[config.mk]
export PLATFORM = sky130hd
export DESIGN_NAME = enum_result_collector
export DESIGN_NICKNAME = d
export VERILOG_FILES = /design/src/rtl/enum_result_collector.sv
export SDC_FILE = /design/constraint.sdc
export NUM_CORES = 1
export LEC_CHECK = 0
export CAP_MARGIN = 25
export CORE_ASPECT_RATIO = 1.25
export CORE_MARGIN = 5
export CORE_UTILIZATION = 47
export CTS_CLUSTER_SIZE = 14
export DETAILED_ROUTE_END_ITERATION = 8
export PLACE_DENSITY = 0.77
export SYNTH_ARGS = -nofsm -noshare
export SYNTH_HDL_FRONTEND = slang
export SYNTH_SLANG_ARGS = --single-unit
[constraint.sdc]
create_clock -name CLK -period 3.3 [get_ports CLK]
set_clock_uncertainty 0.15 [all_clocks]
set_input_delay 0.495 -clock CLK [delete_from_list [all_inputs] [get_ports CLK]]
set_output_delay 0.495 -clock CLK [all_outputs]
set_load 0.005 [all_outputs]
[src/rtl/enum_result_collector.sv]
// enum_result_collector: captures {A, B, XOUT} from the enum-op unit, tags each
// transaction by op, keeps saturating per-op counters and buffers tagged results
// in a first-word-fall-through FIFO with a flush/drain FSM.
// Optional result checker: define ENUM_RESULT_CHECK_EN to enable ERR.
module enum_result_collector #(
  parameter int DATA_W = 8,
  parameter int DEPTH  = 4,
  parameter int CNT_W  = 16
) (
  input  logic              CLK,
  input  logic              RST,
  input  logic              IN_VALID,
  output logic              IN_READY,
  input  logic [DATA_W-1:0] A,
  input  logic [DATA_W-1:0] B,
  input  logic [DATA_W-1:0] XOUT,
  input  logic              FLUSH,
  output logic              FLUSH_DONE,
  output logic              OUT_VALID,
  input  logic              OUT_READY,
  output logic [1:0]        OUT_TAG,
  output logic [DATA_W-1:0] OUT_DATA,
  output logic [CNT_W-1:0]  CNT_INC,
  output logic [CNT_W-1:0]  CNT_ADD,
  output logic [CNT_W-1:0]  CNT_SUB,
  output logic [CNT_W-1:0]  CNT_MUL,
  output logic              ERR
);

  localparam int AW = $clog2(DEPTH);
  // DEPTH is a power of two, so "full" is just the MSB of the count set.
  localparam logic [AW:0] FULL = {1'b1, {AW{1'b0}}};

  typedef enum logic [1:0] {OP_INC = 2'd0, OP_ADD = 2'd1, OP_SUB = 2'd2, OP_MUL = 2'd3} op_t;
  typedef enum logic {ST_RUN = 1'b0, ST_DRAIN = 1'b1} state_t;

  state_t              state_q, state_d;
  logic [AW-1:0]       head_q, tail_q;
  logic [AW:0]         count_q;
  logic [DATA_W+1:0]   mem [DEPTH];
  logic [CNT_W-1:0]    cnt_q [4];
  op_t                 tag;
  logic                accept, pop;

  assign accept = IN_VALID && IN_READY;
  assign pop    = OUT_VALID && OUT_READY;

  // Classify the op from operand A.
  always_comb begin
    tag = OP_MUL;
    if (A == DATA_W'(17))      tag = OP_INC;
    else if (A == DATA_W'(18)) tag = OP_ADD;
    else if (A == DATA_W'(19)) tag = OP_SUB;
  end

  // FIFO pointers and occupancy; pointers wrap naturally at DEPTH.
  always_ff @(posedge CLK) begin
    if (RST) begin
      head_q  <= '0;
      tail_q  <= '0;
      count_q <= '0;
    end else begin
      if (accept) tail_q <= tail_q + 1'b1;
      if (pop)    head_q <= head_q + 1'b1;
      case ({accept, pop})
        2'b10:   count_q <= count_q + 1'b1;
        2'b01:   count_q <= count_q - 1'b1;
        default: count_q <= count_q;
      endcase
    end
  end

  // FIFO storage write; contents are qualified by OUT_VALID so no reset.
  always_ff @(posedge CLK) begin
    if (accept) mem[tail_q] <= {tag, XOUT};
  end

  assign OUT_VALID = (count_q != '0);
  assign OUT_TAG   = mem[head_q][DATA_W +: 2];
  assign OUT_DATA  = mem[head_q][DATA_W-1:0];

  // Saturating per-op transaction counters.
  always_ff @(posedge CLK) begin
    if (RST) begin
      for (int unsigned i = 0; i < 4; i++) cnt_q[i] <= '0;
    end else if (accept && (cnt_q[tag] != '1)) begin
      cnt_q[tag] <= cnt_q[tag] + 1'b1;
    end
  end

  assign CNT_INC = cnt_q[0];
  assign CNT_ADD = cnt_q[1];
  assign CNT_SUB = cnt_q[2];
  assign CNT_MUL = cnt_q[3];

  // Flush FSM state register.
  always_ff @(posedge CLK) begin
    if (RST) state_q <= ST_RUN;
    else     state_q <= state_d;
  end

  // Flush FSM next-state: FLUSH while draining is ignored.
  always_comb begin
    state_d = state_q;
    case (state_q)
      ST_RUN:   if (FLUSH) state_d = ST_DRAIN;
      ST_DRAIN: if (count_q == '0) state_d = ST_RUN;
      default:  state_d = ST_RUN;
    endcase
  end

  // Flush FSM outputs: input gating and the drain-complete pulse.
  always_comb begin
    IN_READY   = !RST && (state_q == ST_RUN) && (count_q != FULL);
    FLUSH_DONE = (state_q == ST_DRAIN) && (count_q == '0);
  end

`ifdef ENUM_RESULT_CHECK_EN
  logic [DATA_W-1:0] expected;
  logic              err_q;

  // Recompute the enum-op result, modulo 2**DATA_W.
  always_comb begin
    case (tag)
      OP_INC:  expected = A + DATA_W'(1);
      OP_ADD:  expected = A + B;
      OP_SUB:  expected = A - B;
      default: expected = A * B;
    endcase
  end

  // Sticky mismatch flag, cleared only by reset.
  always_ff @(posedge CLK) begin
    if (RST)                             err_q <= 1'b0;
    else if (accept && XOUT != expected) err_q <= 1'b1;
  end

  assign ERR = err_q;
`else
  logic unused_b;
  assign unused_b = ^B;
  assign ERR      = 1'b0;
`endif

endmodule

* After elaboration in Yosys (flattened, before gate mapping)
Memory sizes are Yosys's and may differ from the RTL's. A register that Yosys moved wholly into a read port is not among the register bits.
Index checks and enable logic that the tools add are counted.
** Word-level totals
- Memories :: 2
- Memory bits (writable) :: 104
- Output and inout bits :: 78
- Register bits after elaboration :: 8
** Memory list
- cnt_q :: depth 4, width 16, read ports 5, clocked after memory_dff 0, write ports 4, line 41 : logic [CNT_W-1:0] cnt_q [4];
- mem :: depth 4, width 10, read ports 1, clocked after memory_dff 1, write ports 1, line 40 : logic [DATA_W+1:0] mem [DEPTH];
** Cells by class
- Reduce and logical (&&, ||, !) cells :: 11
- Eq/ne operators :: 7
- Bitwise gates (word level) :: 1
- Mux-type cells :: 19
- $add $sub $neg :: 5
** Operators by type and width (count)
- 8-bit by 5-bit equality test with 1-bit output, second input constant :: 3
- 16-bit by 1-bit adder with 16-bit output, second input constant :: 1
- 16-bit 2-to-1 mux :: 1
- 16-bit inequality test, second input constant :: 1
- 16-bit OR reduction :: 1
- 1-bit 2-to-1 mux :: 11
- 2-bit 2-to-1 mux :: 5
- 1-bit logical AND :: 6
- 3-bit case mux with 2 select lines :: 1
- 2-bit by 1-bit adder with 2-bit output, second input constant :: 2
- 3-bit by 1-bit adder with 3-bit output, second input constant :: 1
- 3-bit zero test :: 1
- 3-bit inequality test, second input constant :: 1
- 3-bit nonzero test :: 1
- 3-bit by 1-bit subtractor with 3-bit output, second input constant :: 1
- 2-bit by 1-bit equality test with 1-bit output, second input constant :: 1
- 2-bit equality test, second input constant :: 1
- 1-bit case mux with 2 select lines :: 1
- 2-bit nonzero test :: 1
- 1-bit zero test :: 1
- 1-bit NOT :: 1

* Logic depth before layout (Yosys ltp)
Gate-level depths: netlist of run 1.
An unclocked memory read counts as a cell.
- Word-level depth :: 12
- Gate-level depth with buffers :: 14
- Mapped depth without buffers :: 10

* Worst setup path after synthesis of run 1
Ideal clock, no wire load.
- Kind :: input -> register
- From :: in A[5]
- To :: mem cnt_q[2][0], enable pin
- Setup slack :: -311 ps
- Required time :: 2784 ps
- Library setup time :: 366 ps
- Arrival :: 3095 ps
- Buffers on the path :: 2
- Stages :: 11
- Cell sequence :: or4b_1 > buf_2 > nor2_4 > buf_6 > o221a_2 > ha_1 > inv_1 > nor4_4 > nand4_4 > nand4_2 > nand2b_1
** RTL lines
- start, declared :: line 14 : input logic [DATA_W-1:0] A,
- end, declared :: line 41

==> results of run 1 <==
==> what timing repair did <==
action,CTS,global route
gates resized for setup,0,3
buffers inserted,0,1
endpoints found under the setup margin,0,75
==> worst max-delay path by stage <==
stage / from / end / slack, ps / cells past startpoint
floorplan: A[5] / cnt_q[0][0]$_SDFFCE_PN0P_ / 30 / 11
global placement: A[5] / cnt_q[0][14]$_SDFFCE_PN0P_ / -350 / 11
detailed placement: A[5] / cnt_q[3][13]$_DFFE_PP_ / -380 / 8
CTS: A[5] / cnt_q[3][10]$_DFFE_PP_ / 30 / 8
global route: A[5] / cnt_q[0][14]$_SDFFCE_PN0P_ / -3 / 13
finish: A[5] / cnt_q[2][10]$_SDFFCE_PN0P_ / 100 / 13
==> metrics by stage <==
stage	instances	instance area, µm²
CTS	737	7662
global route	738	7690
floorplan	417	5449
global placement	705	7133
finish	738	7690
detailed placement	705	7133
==> worst register-to-register path, cell delays in order (launching register included) <==
cell and delay, ps:
sky130_fd_sc_hd__edfxtp_1 390, sky130_fd_sc_hd__mux2i_1 210, sky130_fd_sc_hd__o2bb2ai_1 150, sky130_fd_sc_hd__a32o_1 310
sky130_fd_sc_hd__nor3b_2 160, sky130_fd_sc_hd__buf_4 160, sky130_fd_sc_hd__nand4_4 130, sky130_fd_sc_hd__nand4_2 190
sky130_fd_sc_hd__nand2b_4 310
==> final cells by class <==
| cell class | instances | share of cell area, % |
|---|---|---|
| inverter | 23 | 1.123 |
| multi-input combinational | 257 | 25.15 |
| timing repair buffer | 174 | 21.38 |
| tap | 138 | 2.245 |
| clock inverter | 12 | 1.204 |
| clock buffer | 20 | 5.678 |
| sequential | 114 | 43.22 |
==> cell families (layout without fill, tap and decap cells) <==
| kind of cell | after synthesis | count (layout) | share of synthesized area [%] |
|---|---|---|---|
| other | 1 | 1 | 0.06898 |
| muxes | 26 | 26 | 7.112 |
| buffers and inverters | 46 | 229 | 4.051 |
| xor gates and xnor gates | 19 | 19 | 3.061 |
| DFF | 114 | 114 | 61.13 |
| and+or+nand+nor | 152 | 152 | 14.61 |
| AOI/OAI and AO/OA | 52 | 52 | 8.216 |
| adders and majority gates | 7 | 7 | 1.749 |
==> metal layers <==
metal | routed length (µm) | share of wire (%) | GRT usage [%]
met5 | 0 | 0 | 0
met4 | 387 | 2.6 | 8.841
met3 | 842 | 5.7 | 5.195
met2 | 7806 | 53 | 39.61
met1 | 5656 | 38 | 24.80
==> sequential cells by signal, summed over array words and instances, names as in the netlist, named ones only <==
| signal | flops |
|---|---|
| cnt_q | 64 |
| count_q | 3 |
| head_q | 2 |
| mem | 40 |
| state_q | 1 |
| tail_q | 2 |
==> power groups by stage <==
stage	combinational (µW)	clock [µW]	sequential, µW
6_report	769	1630	1760
5_1_grt	834	1720	1780
4_1_cts	772	1650	1770
3_5_place_dp	762	0	1790
3_3_place_gp	744	0	1790
2_1_floorplan	396	0	1740
==> synth_stat cells, drive strengths merged (2+ instances only) <==
cell / number
a31oi: 2
o2bb2ai: 4
nand3: 17
nand4: 4
a32o: 2
nand2b: 4
edfxtp: 104
o221ai: 9
or2: 2
and2: 2
a211oi: 4
xor2: 8
nor4: 2
nor3: 8
a21oi: 6
nor2: 84
a22o: 2
a311oi: 2
nor3b: 2
nand2: 9
and3b: 2
xnor2: 11
nor2b: 4
inv: 23
o21ai: 3
o31ai: 2
a41oi: 9
mux2i: 15
and3: 6
buf: 18
mux4: 10
ha: 6
dfxtp: 10
clkbuf: 5
==> qor.json, run 1 <==
{
  "status": {
    "run_status": "complete, no violations"
  },
  "clocking": {
    "numClockSinks": 114,
    "clock_latency_reported_for_the_late_side_of_the_worst_skew_pair_ps": 410,
    "clockRootBuffer": "sky130_fd_sc_hd__clkbuf_16",
    "clockBufferDepth": 2,
    "post_cts_hold_buffer_count": 0,
    "tritoncts": "done",
    "cts_buffer_count": 17,
    "clkSlewWorstSetupHoldPaths_ps": 50,
    "clock_tree.htree_level_count": 4
  },
  "route": {
    "routed_wirelength_um": 14690,
    "drt-vias-per-instance": 5.649,
    "residual_drc_count": 0,
    "route.detailed.wl_per_inst_um": 19.91,
    "detail_route.first_pass.iterations": 5,
    "total_number_of_vias": 4169,
    "route.antenna.remaining_nets": 0,
    "starting_drc_count_in_detailed_routing": 287
  },
  "power": {
    "p_seq_share_pct": 42.3,
    "p_leak_uw": 0.002844,
    "intPower_uw": 3128,
    "sw_frac_of_total_pct": 24.89,
    "design_power_total_uw": 4164,
    "switching_pwr_uw": 1036,
    "pwr-share-clk_pct": 39.2,
    "combinationalPowerShare_pct": 18.5,
    "cellPowerDensity_nw_per_um2": 541.5,
    "vdd_ir_drop_max_mv": 0.3711
  },
  "logic_synthesis": {
    "postSynthRegisterBits": 114,
    "synth-edff-count": 104,
    "yosys.cell_types.count": 64,
    "synthesis.area_per_instance_um2": 13.04,
    "share_of_yosys_cell_area_claimed_by_the_top_area_cell_type_pct": 57.45,
    "synthDominantAreaCellType": "sky130_fd_sc_hd__edfxtp_1",
    "synth_fp_nets": 453,
    "seq_area_frac_synth_pct": 61.13,
    "ys_top_cells_by_area": "sky130_fd_sc_hd__edfxtp_1 (57%), sky130_fd_sc_hd__nor2_1 (5.7%), sky130_fd_sc_hd__mux4_2 (4.1%)",
    "synthCells": 417,
    "post_synth_instance_area_um2": 5436,
    "async_set_or_reset_register_ratio_after_synthesis_pct": 0,
    "yosys_most_used_dff": "sky130_fd_sc_hd__edfxtp_1",
    "synth_warnings": 0
  },
  "worst_setup_path": {
    "cp_num_buf_inv": 6,
    "timing.critical_path.required_ps": 3230,
    "r2r_setup_slack_ps": 810,
    "critPathMaxStageDelay_ps": 430,
    "master_of_the_slowest_instance_on_the_critical_path": "sky130_fd_sc_hd__clkdlybuf4s50_1",
    "worst_path_most_repeated_cell": "sky130_fd_sc_hd__buf_4",
    "worst-path-max-fanout": 16,
    "cp-end-kind": "flop",
    "setup.worst_path.class": "in2reg",
    "rr_startpoint": "cnt_q[2][6]$_SDFFCE_PN0P_",
    "worst_ep_arrival_time_ps": 3120,
    "cp_top_family": "buffers and inverters",
    "path_cells": "clkdlybuf4s50_1 -> buf_4 -> nor4b_4 -> buf_4 -> buf_4 -> buf_12 -> a41oi_1 -> o221ai_1 -> nor3b_2 -> buf_4 -> nand4_4 -> nand4_2 -> nand2b_4",
    "timing.reg2reg.worst_path_depth": 8,
    "worstReg2RegEnd": "cnt_q[2][10]$_SDFFCE_PN0P_",
    "worstSetupStartpointType": "input port"
  },
  "cells_and_area": {
    "layout.nets": 623,
    "layout.area.seq_um2": 3323,
    "syn_to_final_growth_pct": 41.45,
    "layout-drive-gt1-share_pct": 23.67,
    "mostFrequentLayoutCell": "sky130_fd_sc_hd__edfxtp_1",
    "fill_cells": 825,
    "highest_count_cells_in_the_layout_ignoring_fill_and_taps": "sky130_fd_sc_hd__edfxtp_1 (104), sky130_fd_sc_hd__clkdlybuf4s50_1 (96), sky130_fd_sc_hd__nor2_1 (83)",
    "multiInputGateArea_um2": 1934,
    "post-route-util_pct": 67.15,
    "num_antenna_cells": 0
  },
  "global_route": {
    "globalRoute.totalOverflow": 0,
    "grt_max_degree": 17,
    "grt_first_pass_wirelength_um": 22950,
    "total_routing_usage_reported_by_global_routing_pct": 21.83,
    "grt_pass1_vias": 4402,
    "antenna_found_initial": 0
  },
  "floorplan": {
    "fp.coreArea_um2": 11450,
    "die-area_um2": 13830,
    "top_level_ports": 107,
    "die_w_um": 106.2,
    "rows": 44,
    "die_h_um": 130.2,
    "starting_density_of_the_core_pct": 47.48
  },
  "timing": {
    "tightestPinTransition_ps": 659.9,
    "finalSetupViolations": 0,
    "smallest_setup_slack_after_layout_ps": 104.5,
    "fin_hold_ws_ps": 361.8,
    "timing.final.crit_share_pct": 96.83,
    "hold_violations": 0,
    "fin_tns_setup_ps": 0,
    "maxClockFrequency_ghz": 0.3129,
    "final-max-slew-violation-count": 0,
    "final_critical_path_time_including_i_o_delays_and_setup_ps": 3196,
    "slew_headroom_pct": 55.94
  },
  "hold_path": {
    "min_delay_path_depth": 2,
    "worstHoldStart": "state_q$_SDFF_PP0_",
    "hold_path_end": "state_q$_SDFF_PP0_",
    "hold_path_class": "reg2reg"
  },
  "place": {
    "dpl_worst_slack_ps": -384.9,
    "placer_s_final_routability_congestion_estimate": 0.8912,
    "place.detailed.hpwl_um": 10100,
    "place.port_buffers": 97
  },
  "job": {
    "max_cap_violations": 0
  }
}
Note: power is estimated with default switching activity, not from simulation.
==> run 2: changes to the inputs <==
--- a/config.mk
+++ b/config.mk
@@ -8,10 +8,10 @@
 export CAP_MARGIN = 25
 export CORE_ASPECT_RATIO = 1.25
 export CORE_MARGIN = 5
-export CORE_UTILIZATION = 47
+export CORE_UTILIZATION = 50
 export CTS_CLUSTER_SIZE = 14
 export DETAILED_ROUTE_END_ITERATION = 8
-export PLACE_DENSITY = 0.77
+export PLACE_DENSITY = 0.78
 export SYNTH_ARGS = -nofsm -noshare
 export SYNTH_HDL_FRONTEND = slang
 export SYNTH_SLANG_ARGS = --single-unit
==> constraint.sdc (replaced) <==
create_clock -name CLK -period 3.6 [get_ports CLK]
set_clock_uncertainty 0.15 [all_clocks]
set_input_delay 0.36 -clock CLK [delete_from_list [all_inputs] [get_ports CLK]]
set_output_delay 0.36 -clock CLK [all_outputs]
set_load 0.05 [all_outputs]
==> qor.json, run 2 (synthesis results as in run 1) <==
{
  "power": {
    "sw_frac_of_total_pct": 30.03,
    "p_seq_share_pct": 38.8,
    "design_power_total_uw": 4162,
    "vdd_ir_drop_max_mv": 0.3383,
    "intPower_uw": 2912,
    "pwr-share-clk_pct": 37.3,
    "cellPowerDensity_nw_per_um2": 558.3,
    "p_leak_uw": 0.002708,
    "switching_pwr_uw": 1250,
    "combinationalPowerShare_pct": 23.9
  },
  "route": {
    "starting_drc_count_in_detailed_routing": 293,
    "route.antenna.remaining_nets": 0,
    "route.detailed.wl_per_inst_um": 20.47,
    "routed_wirelength_um": 14470,
    "total_number_of_vias": 4060,
    "drt-vias-per-instance": 5.743,
    "residual_drc_count": 0,
    "detail_route.first_pass.iterations": 5
  },
  "floorplan": {
    "fp.coreArea_um2": 10620,
    "top_level_ports": 107,
    "rows": 42,
    "die_h_um": 126.6,
    "die-area_um2": 13070,
    "die_w_um": 103.3,
    "starting_density_of_the_core_pct": 51.21
  },
  "worst_setup_path": {
    "worst-path-max-fanout": 5,
    "timing.critical_path.required_ps": 3590,
    "r2r_setup_slack_ps": 890,
    "timing.reg2reg.worst_path_depth": 8,
    "worstReg2RegEnd": "cnt_q[0][12]$_SDFFCE_PN0P_",
    "setup.worst_path.class": "in2reg",
    "worstSetupStartpointType": "input port",
    "worst_ep_arrival_time_ps": 3230,
    "cp-end-kind": "flop",
    "rr_startpoint": "cnt_q[2][4]$_SDFFCE_PN0P_"
  },
  "clocking": {
    "numClockSinks": 114,
    "clockRootBuffer": "sky130_fd_sc_hd__clkbuf_16",
    "clock_tree.htree_level_count": 4,
    "clkSlewWorstSetupHoldPaths_ps": 50,
    "number_of_buffers_inserted_to_repair_setup_after_cts": 0,
    "clock_latency_reported_for_the_late_side_of_the_worst_skew_pair_ps": 400,
    "tritoncts": "done",
    "clockBufferDepth": 2,
    "post_cts_hold_buffer_count": 0,
    "cts_resized": 0,
    "cts_buffer_count": 17
  },
  "cells_and_area": {
    "post-route-util_pct": 70.21,
    "mostFrequentLayoutCell": "sky130_fd_sc_hd__edfxtp_1",
    "num_antenna_cells": 0,
    "layout.nets": 598,
    "largest_register_ff_count": 64,
    "registers.top_by_ff_count": "cnt_q",
    "syn_to_final_growth_pct": 37.10,
    "layout-drive-gt1-share_pct": 19.83,
    "top_regs": "cnt_q: 64 flops, mem: 40 flops, count_q: 3 flops",
    "highest_count_cells_in_the_layout_ignoring_fill_and_taps": "sky130_fd_sc_hd__edfxtp_1 (104), sky130_fd_sc_hd__clkdlybuf4s50_1 (96), sky130_fd_sc_hd__nor2_1 (83)"
  },
  "place": {
    "placer_s_final_routability_congestion_estimate": 0.9275,
    "place.detailed.hpwl_um": 10340,
    "place.port_buffers": 97,
    "dpl_worst_slack_ps": -38.38
  },
  "timing": {
    "fin_tns_setup_ps": 0,
    "slew_headroom_pct": 54.84,
    "hold_violations": 0,
    "final-max-slew-violation-count": 0,
    "timing.final.crit_share_pct": 90.06,
    "smallest_setup_slack_after_layout_ps": 357.8,
    "final_critical_path_time_including_i_o_delays_and_setup_ps": 3242,
    "grt_setup_unrepaired": "no",
    "tightestPinTransition_ps": 676.5,
    "finalSetupViolations": 0,
    "maxClockFrequency_ghz": 0.3084
  },
  "global_route": {
    "grt_first_pass_wirelength_um": 22710,
    "grt_pass1_vias": 4442,
    "globalRoute.totalOverflow": 0,
    "total_routing_usage_reported_by_global_routing_pct": 23.03,
    "antenna_found_initial": 0,
    "grt_max_degree": 26
  },
  "hold_path": {
    "min_delay_path_depth": 2,
    "hold_path_class": "reg2reg",
    "hold_path_end": "count_q[1]$_SDFFE_PP0P_",
    "worstHoldStart": "count_q[1]$_SDFFE_PP0P_"
  },
  "status": {
    "run_status": "complete, no violations"
  },
  "job": {
    "max_cap_violations": 0
  }
}
[run 2: cell types whose count changed in the layout (fill, tap and decap cells not counted), moves of 2 or more]
cell	delta
sky130_fd_sc_hd__buf_4	-22
sky130_fd_sc_hd__buf_12	-3
sky130_fd_sc_hd__nand2b_1	+3
sky130_fd_sc_hd__nand2b_2	-2
[run 2: worst max-delay path by stage]
stage | depth (start not counted) | startpoint | to | slack [ps]
final | 11 | A[5] | cnt_q[0][12]$_SDFFCE_PN0P_ | 360
after global routing | 12 | A[6] | cnt_q[0][12]$_SDFFCE_PN0P_ | 240
after CTS | 12 | A[5] | cnt_q[0][12]$_SDFFCE_PN0P_ | 370
after detailed placement | 12 | A[5] | cnt_q[0][12]$_SDFFCE_PN0P_ | -40
after global placement | 12 | A[5] | cnt_q[0][12]$_SDFFCE_PN0P_ | 30
after floorplan | 11 | A[5] | cnt_q[2][0]$_SDFFCE_PN0P_ | 120
[run 2: metrics by stage]
stage	hold slack [ps]	cells	area, µm²
2_1_floorplan	308.9	417	5443
3_3_place_gp	347.0	675	6902
3_5_place_dp	370.8	675	6902
4_1_cts	380.9	707	7453
5_1_grt	406.2	707	7453
6_report	375.3	707	7453
[run 2: worst max-delay path, stage by stage]
cell                              delay (ps)
sky130_fd_sc_hd__clkdlybuf4s50_1         410
sky130_fd_sc_hd__or4b_1                  640
sky130_fd_sc_hd__nor2_4                  230
sky130_fd_sc_hd__o221a_2                 240
sky130_fd_sc_hd__ha_1                    180
sky130_fd_sc_hd__inv_1                    90
sky130_fd_sc_hd__nor4_4                  360
sky130_fd_sc_hd__buf_4                   210
sky130_fd_sc_hd__and3_1                  180
sky130_fd_sc_hd__xnor2_1                 220
sky130_fd_sc_hd__nor2_1                  100
[run 2: power groups by stage]
stage	Combinational, µW	Sequential [µW]	Clock, µW
floorplan	551	1730	0
global placement	967	1640	0
detailed placement	994	1640	0
CTS	1000	1620	1570
global route	1050	1630	1640
finish	994	1620	1550
[run 2: cell type report]
type,count,area [µm²]
inverters,23,86.33
well taps,132,165.2
flip-flops and latches,114,3323
fillers,731,3162
repair buffers,149,1419
clock buffers,19,432.9
multi-input cells,257,1908
clock inverters,13,118.9
[run 2: routing by layer]
| metal | GRT usage [%] | vias to the layer above | routed length, µm |
|---|---|---|---|
| li1 | - | 1851 | - |
| met1 | 25.69 | 2009 | 5177 |
| met2 | 40.46 | 173 | 7955 |
| met3 | 5.766 | 27 | 981 |
| met4 | 10.59 | 0 | 360 |
| met5 | 0 | - | 0 |
==> run 3: changes to the inputs <==
--- a/config.mk
+++ b/config.mk
@@ -7,11 +7,11 @@
 export LEC_CHECK = 0
 export CAP_MARGIN = 25
 export CORE_ASPECT_RATIO = 1.25
-export CORE_MARGIN = 5
+export CORE_MARGIN = 4
 export CORE_UTILIZATION = 50
 export CTS_CLUSTER_SIZE = 14
 export DETAILED_ROUTE_END_ITERATION = 8
-export PLACE_DENSITY = 0.78
+export PLACE_DENSITY = 0.76
 export SYNTH_ARGS = -nofsm -noshare
 export SYNTH_HDL_FRONTEND = slang
 export SYNTH_SLANG_ARGS = --single-unit
==> qor.json, run 3 (synthesis results as in run 1) <==
{
  "status": {
    "run_status": "complete, no violations"
  },
  "power": {
    "switching_pwr_uw": 1301,
    "sw_frac_of_total_pct": 30.30,
    "p_leak_uw": 0.002724,
    "cellPowerDensity_nw_per_um2": 572.9,
    "pwr-share-clk_pct": 39.2,
    "intPower_uw": 2993,
    "vdd_ir_drop_max_mv": 0.3702,
    "p_seq_share_pct": 37.6,
    "combinationalPowerShare_pct": 23.1
  },
  "timing": {
    "timing.final.crit_share_pct": 88.70,
    "grt_setup_unrepaired": "no",
    "final-max-slew-violation-count": 0,
    "hold_violations": 0,
    "fin_tns_setup_ps": 0,
    "slew_headroom_pct": 55.05,
    "maxClockFrequency_ghz": 0.3132,
    "final_critical_path_time_including_i_o_delays_and_setup_ps": 3193,
    "tightestPinTransition_ps": 673.4,
    "finalSetupViolations": 0
  },
  "clocking": {
    "clock_tree.htree_level_count": 4,
    "number_of_buffers_inserted_to_repair_setup_after_cts": 0,
    "tritoncts": "done",
    "clockBufferDepth": 2,
    "cts_buffer_count": 17,
    "numClockSinks": 114,
    "clockRootBuffer": "sky130_fd_sc_hd__clkbuf_16",
    "cts_resized": 0,
    "post_cts_hold_buffer_count": 0,
    "clkSlewWorstSetupHoldPaths_ps": 50,
    "clock_latency_reported_for_the_late_side_of_the_worst_skew_pair_ps": 410
  },
  "cells_and_area": {
    "layout.nets": 603,
    "registers.top_by_ff_count": "cnt_q",
    "layout-drive-gt1-share_pct": 21.03,
    "largest_register_ff_count": 64,
    "num_antenna_cells": 0,
    "highest_count_cells_in_the_layout_ignoring_fill_and_taps": "sky130_fd_sc_hd__edfxtp_1 (104), sky130_fd_sc_hd__clkdlybuf4s50_1 (96), sky130_fd_sc_hd__nor2_1 (83)",
    "syn_to_final_growth_pct": 37.86,
    "fill_cells": 743,
    "mostFrequentLayoutCell": "sky130_fd_sc_hd__edfxtp_1",
    "post-route-util_pct": 70.60,
    "top_regs": "cnt_q: 64 flops, mem: 40 flops, count_q: 3 flops"
  },
  "global_route": {
    "total_routing_usage_reported_by_global_routing_pct": 24.16,
    "grt_max_degree": 23,
    "grt_first_pass_wirelength_um": 23060,
    "grt_pass1_vias": 4404,
    "antenna_found_initial": 0,
    "globalRoute.totalOverflow": 0
  },
  "worst_setup_path": {
    "worst-path-max-fanout": 5,
    "timing.critical_path.required_ps": 3590,
    "setup.worst_path.class": "in2reg",
    "path_cells": "clkdlybuf4s50_1 -> or4b_1 -> nor2_4 -> o221ai_1 -> inv_1 -> ha_1 -> inv_1 -> nor4_4 -> buf_4 -> and3_1 -> xnor2_1 -> nor2_1",
    "cp_top_family": "simple AND/OR/NAND/NOR gates",
    "master_of_the_slowest_instance_on_the_critical_path": "sky130_fd_sc_hd__or4b_1",
    "worst_path_most_repeated_cell": "sky130_fd_sc_hd__inv_1",
    "critPathMaxStageDelay_ps": 630,
    "cp_num_buf_inv": 4,
    "cp-end-kind": "flop",
    "worst_ep_arrival_time_ps": 3190,
    "worstSetupStartpointType": "input port"
  },
  "route": {
    "total_number_of_vias": 4129,
    "residual_drc_count": 0,
    "detail_route.first_pass.iterations": 5,
    "routed_wirelength_um": 14610,
    "starting_drc_count_in_detailed_routing": 300,
    "route.antenna.remaining_nets": 0,
    "drt-vias-per-instance": 5.799,
    "route.detailed.wl_per_inst_um": 20.53
  },
  "place": {
    "place.detailed.hpwl_um": 10330,
    "placer_s_final_routability_congestion_estimate": 0.9330,
    "place.port_buffers": 97
  },
  "floorplan": {
    "top_level_ports": 107,
    "die-area_um2": 12620,
    "rows": 42,
    "die_w_um": 101.3,
    "starting_density_of_the_core_pct": 51.21,
    "fp.coreArea_um2": 10620,
    "die_h_um": 124.6
  },
  "job": {
    "max_cap_violations": 0
  },
  "hold_path": {
    "hold_path_class": "reg2reg"
  }
}
## run 3: cell count changes in the layout (fill, tap and decap cells not counted), sizes merged
cell / change
buf: +5
clkinvlp: +2
clkinv: -3
inv: +1
bufinv: +1
clkbuf: -1
## run 3: worst paths after layout
check	start	end	slack (ps)	cells past startpoint
worst min register to register	count_q[2]$_SDFFE_PP0P_	count_q[2]$_SDFFE_PP0P_	370	2
worst max-delay path	A[5]	cnt_q[3][12]$_DFFE_PP_	410	12
worst min-delay path	count_q[2]$_SDFFE_PP0P_	count_q[2]$_SDFFE_PP0P_	370	2
worst max register to register	cnt_q[2][4]$_SDFFCE_PN0P_	cnt_q[3][12]$_DFFE_PP_	840	8
## run 3: routing by layer
layer | GRT usage [%] | up-vias | routed length (µm)
li1 | - | 1858 | -
met1 | 27.58 | 2037 | 5301
met2 | 42.57 | 196 | 7914
met3 | 5.714 | 38 | 937
met4 | 9.859 | 0 | 461
met5 | 0 | - | 0
## run 3: power by group through the flow
stage	registers (µW)	logic [µW]	clock network (µW)
floorplan	1730	551	0
global placement	1640	971	0
detailed placement	1640	993	0
CTS	1620	1000	1700
global route	1630	1050	1760
finish	1620	993	1690
## run 3: tightest hold or removal path, stage by stage, from the launching register on
cell and delay, ps:
sky130_fd_sc_hd__dfxtp_1 340, sky130_fd_sc_hd__o21ai_0 80, sky130_fd_sc_hd__a21oi_1 60
## run 3: final cells by class
type                    count  area [µm²]  share of cell area, %
clock buffers              18       429.2                  5.726
clock inverters            14       163.9                  2.187
inverters                  23       86.33                  1.152
multi-input cells         257        1908                  25.46
flip-flops and latches    114        3323                  44.34
well taps                 132       165.2                  2.204
repair buffers            154        1419                  18.93
## run 3: metrics by stage
step / power (µW) / setup WS [ps] / std cells / instance area, µm² / hold WS, ps
2_1_floorplan: 2282 / 123.7 / 417 / 5443 / 308.9
3_3_place_gp: 2609 / 30.90 / 680 / 6902 / 351.2
3_5_place_dp: 2637 / 30.60 / 680 / 6902 / 359.1
4_1_cts: 4314 / 416.1 / 712 / 7495 / 362.1
5_1_grt: 4438 / 253.2 / 712 / 7495 / 406.5
6_report: 4294 / 406.9 / 712 / 7495 / 372.5
==> variant: new RTL, settings of run 1 <==
Build with the macro `ENUM_RESULT_CHECK_EN` defined.
--- a/src/rtl/enum_result_collector.sv
+++ b/src/rtl/enum_result_collector.sv
@@ -4,2 +4,4 @@
 // Optional result checker: define ENUM_RESULT_CHECK_EN to enable ERR.
+`define ENUM_RESULT_CHECK_EN
+
 module enum_result_collector #(
Check against the original RTL: not equivalent (a bounded check fails within 4 cycles, from zero or initial values and one cycle with RST high).
==> variant against run 1 <==
The flow now finishes with violations (setup timing); non-clock buffer count grew 67; sequential cell count grew 1; cell area grew 38%; power grew 23%; area after synthesis grew 26%; largest power group is now the clock network; largest cell class is now multi-input gates; routed wire length grew 63%; worst setup slack lost 0.46 ns.
==> variant: results (changes against run 1) <==
- The number of library cell types mapped by synthesis is 60 (-6.3%).
- The total nets after synthesis came to 668 (+47%).
- The largest fanout on the critical path is 2 (-14).
- The clock network latency to the later pin of the worst-skew pair is 0.44 ns (+0.03 ns).
- The share of the yosys chip area belonging to registers is 48.9% (-12 points).
- The number of global-route vias before repair came to 5825 (+32%).
- The pin count of the biggest net entering global routing is 24 (+7).
- The detailed router's first-iteration violation count is 436 (+52%).
- The initial antenna violation count came to 1 (+1).
- The setup TNS after final layout is -30.00 ns (-30.00 ns).
- The number of endpoints failing setup at the final stage is 128 (+128).
- Sorting the synthesized cells by area gives the leading types as sky130_fd_sc_hd__edfxtp_1, sky130_fd_sc_hd__ha_1, sky130_fd_sc_hd__xnor2_1.
- The net count of the finished layout was 903 (+45%).
- The switching power share of the total was 28.9% (+4.0 points).
- The leakage power of the design is 4.23 nW (+49%).
- The proportion of layout cells with a drive suffix above 1 came to 38.0% (+14 points).
- In the synthesized netlist, the cells that appear most often are sky130_fd_sc_hd__edfxtp_1, sky130_fd_sc_hd__nor2_1, sky130_fd_sc_hd__nand2_1.
- The final critical-path setup slack came to -0.353 ns (-0.458 ns).
- The placement-stage cell area is 8850 µm² (+24%).
- The worst supply voltage drop on vdd came to 0.641 mV (+73%).
- The global-route wire length before repair is 31100 µm (+36%).
- The number of fillers in the final layout is 863 (+4.6%).
- The number of rows in the core area is 49 (+11%).
- The sum of net half-perimeters after detailed placement is 14100 µm (+40%).
- The run finished, with violations left.
- The via count was 5880 (+41%).
- The weighted congestion at the end of routability-driven global placement came to 0.871 (-2.3%).
- The worst-margin pin slew is 0.728 ns (+0.0680 ns).
- The clock slew seen by the registers of the worst setup and hold paths is 0.05 ns (about the same).
- In the final layout, the registers with the most flip-flops are cnt_q (64), mem (40), count_q (3).
- The post-placement worst setup slack was -1.28 ns (-0.895 ns).
- The final reports fail on setup timing.
- The wire length after detailed routing is 23900 µm (+63%).
-- variant: logic make-up (layout without fill, tap and decap cells) --
kind of cell,Yosys count,after routing,synth area share (%)
mux,41,41,8.16
fa+ha+maj,48,48,10.3
flops,115,115,48.9
simple gates,205,207,14.6
xor+xnor,58,58,7.43
buf+inv,63,309,4.37
other cells,0,1,0
compound gates,61,61,6.19
-- variant: worst max-delay path: stages --
cell and delay, ns:
sky130_fd_sc_hd__clkdlybuf4s50_1 0.43, sky130_fd_sc_hd__and2_1 0.20, sky130_fd_sc_hd__ha_4 0.28, sky130_fd_sc_hd__ha_4 0.19, sky130_fd_sc_hd__fa_1 0.50, sky130_fd_sc_hd__fa_2 0.58
sky130_fd_sc_hd__ha_4 0.20, sky130_fd_sc_hd__a21oi_2 0.14, sky130_fd_sc_hd__xnor2_1 0.14, sky130_fd_sc_hd__xnor2_1 0.14, sky130_fd_sc_hd__mux2i_1 0.10, sky130_fd_sc_hd__xnor2_1 0.13
sky130_fd_sc_hd__a311oi_1 0.29
-- variant: per-layer routing --
metal | GRT usage, % | part of all wire [%]
met3 | 6.69 | 7.8
met1 | 25.3 | 34
met4 | 8.70 | 5.4
met5 | 0 | 0
met2 | 44.2 | 52
-- variant: power by group through the flow --
stage | Clock, W | Combinational, W | Sequential [W]
2_1_floorplan | 0 | 0.000752 | 0.00175
3_3_place_gp | 0 | 0.00122 | 0.00179
3_5_place_dp | 0 | 0.00126 | 0.00180
4_1_cts | 0.00186 | 0.00132 | 0.00177
5_1_grt | 0.00196 | 0.00157 | 0.00179
6_report | 0.00189 | 0.00146 | 0.00177
-- variant: final timing paths --
path | startpoint | to | slack [ns] | cells past startpoint
hold reg to reg | tail_q[1] | tail_q[1] | 0.35 | 2
setup reg to reg | cnt_q[3][10] | cnt_q[2][10] | 0.29 | 10
setup / recovery | B[5] | ERR | -0.35 | 13
hold / removal | tail_q[1] | tail_q[1] | 0.35 | 2
-- variant: what timing repair did --
action                     CTS  global route
pin swaps                   25            29
gates cloned                 2             6
setup endpoints to repair  128           124
setup buffers               17            13
gates resized for setup     89           150
-- variant: per-stage QoR --
step,hold WS (ns),power (W),instances,util (%)
2_1_floorplan,0.319,0.00251,591,-
3_3_place_gp,0.327,0.00301,951,61.7
3_5_place_dp,0.344,0.00305,951,61.7
4_1_cts,0.352,0.00495,1001,68.4
5_1_grt,0.382,0.00532,1018,73.7
6_report,0.349,0.00512,1018,73.7
-- variant: layout make-up --
class	instances	area [µm²]	share of cell area [%]
multi-input combinational	415	3970	37.5
sequential	115	3340	31.6
timing repair buffer	241	2310	21.9
clock buffer	18	429	4.06
tap	178	223	2.11
clock inverter	14	161	1.53
inverter	36	138	1.30
antenna	1	2.50	0.0237
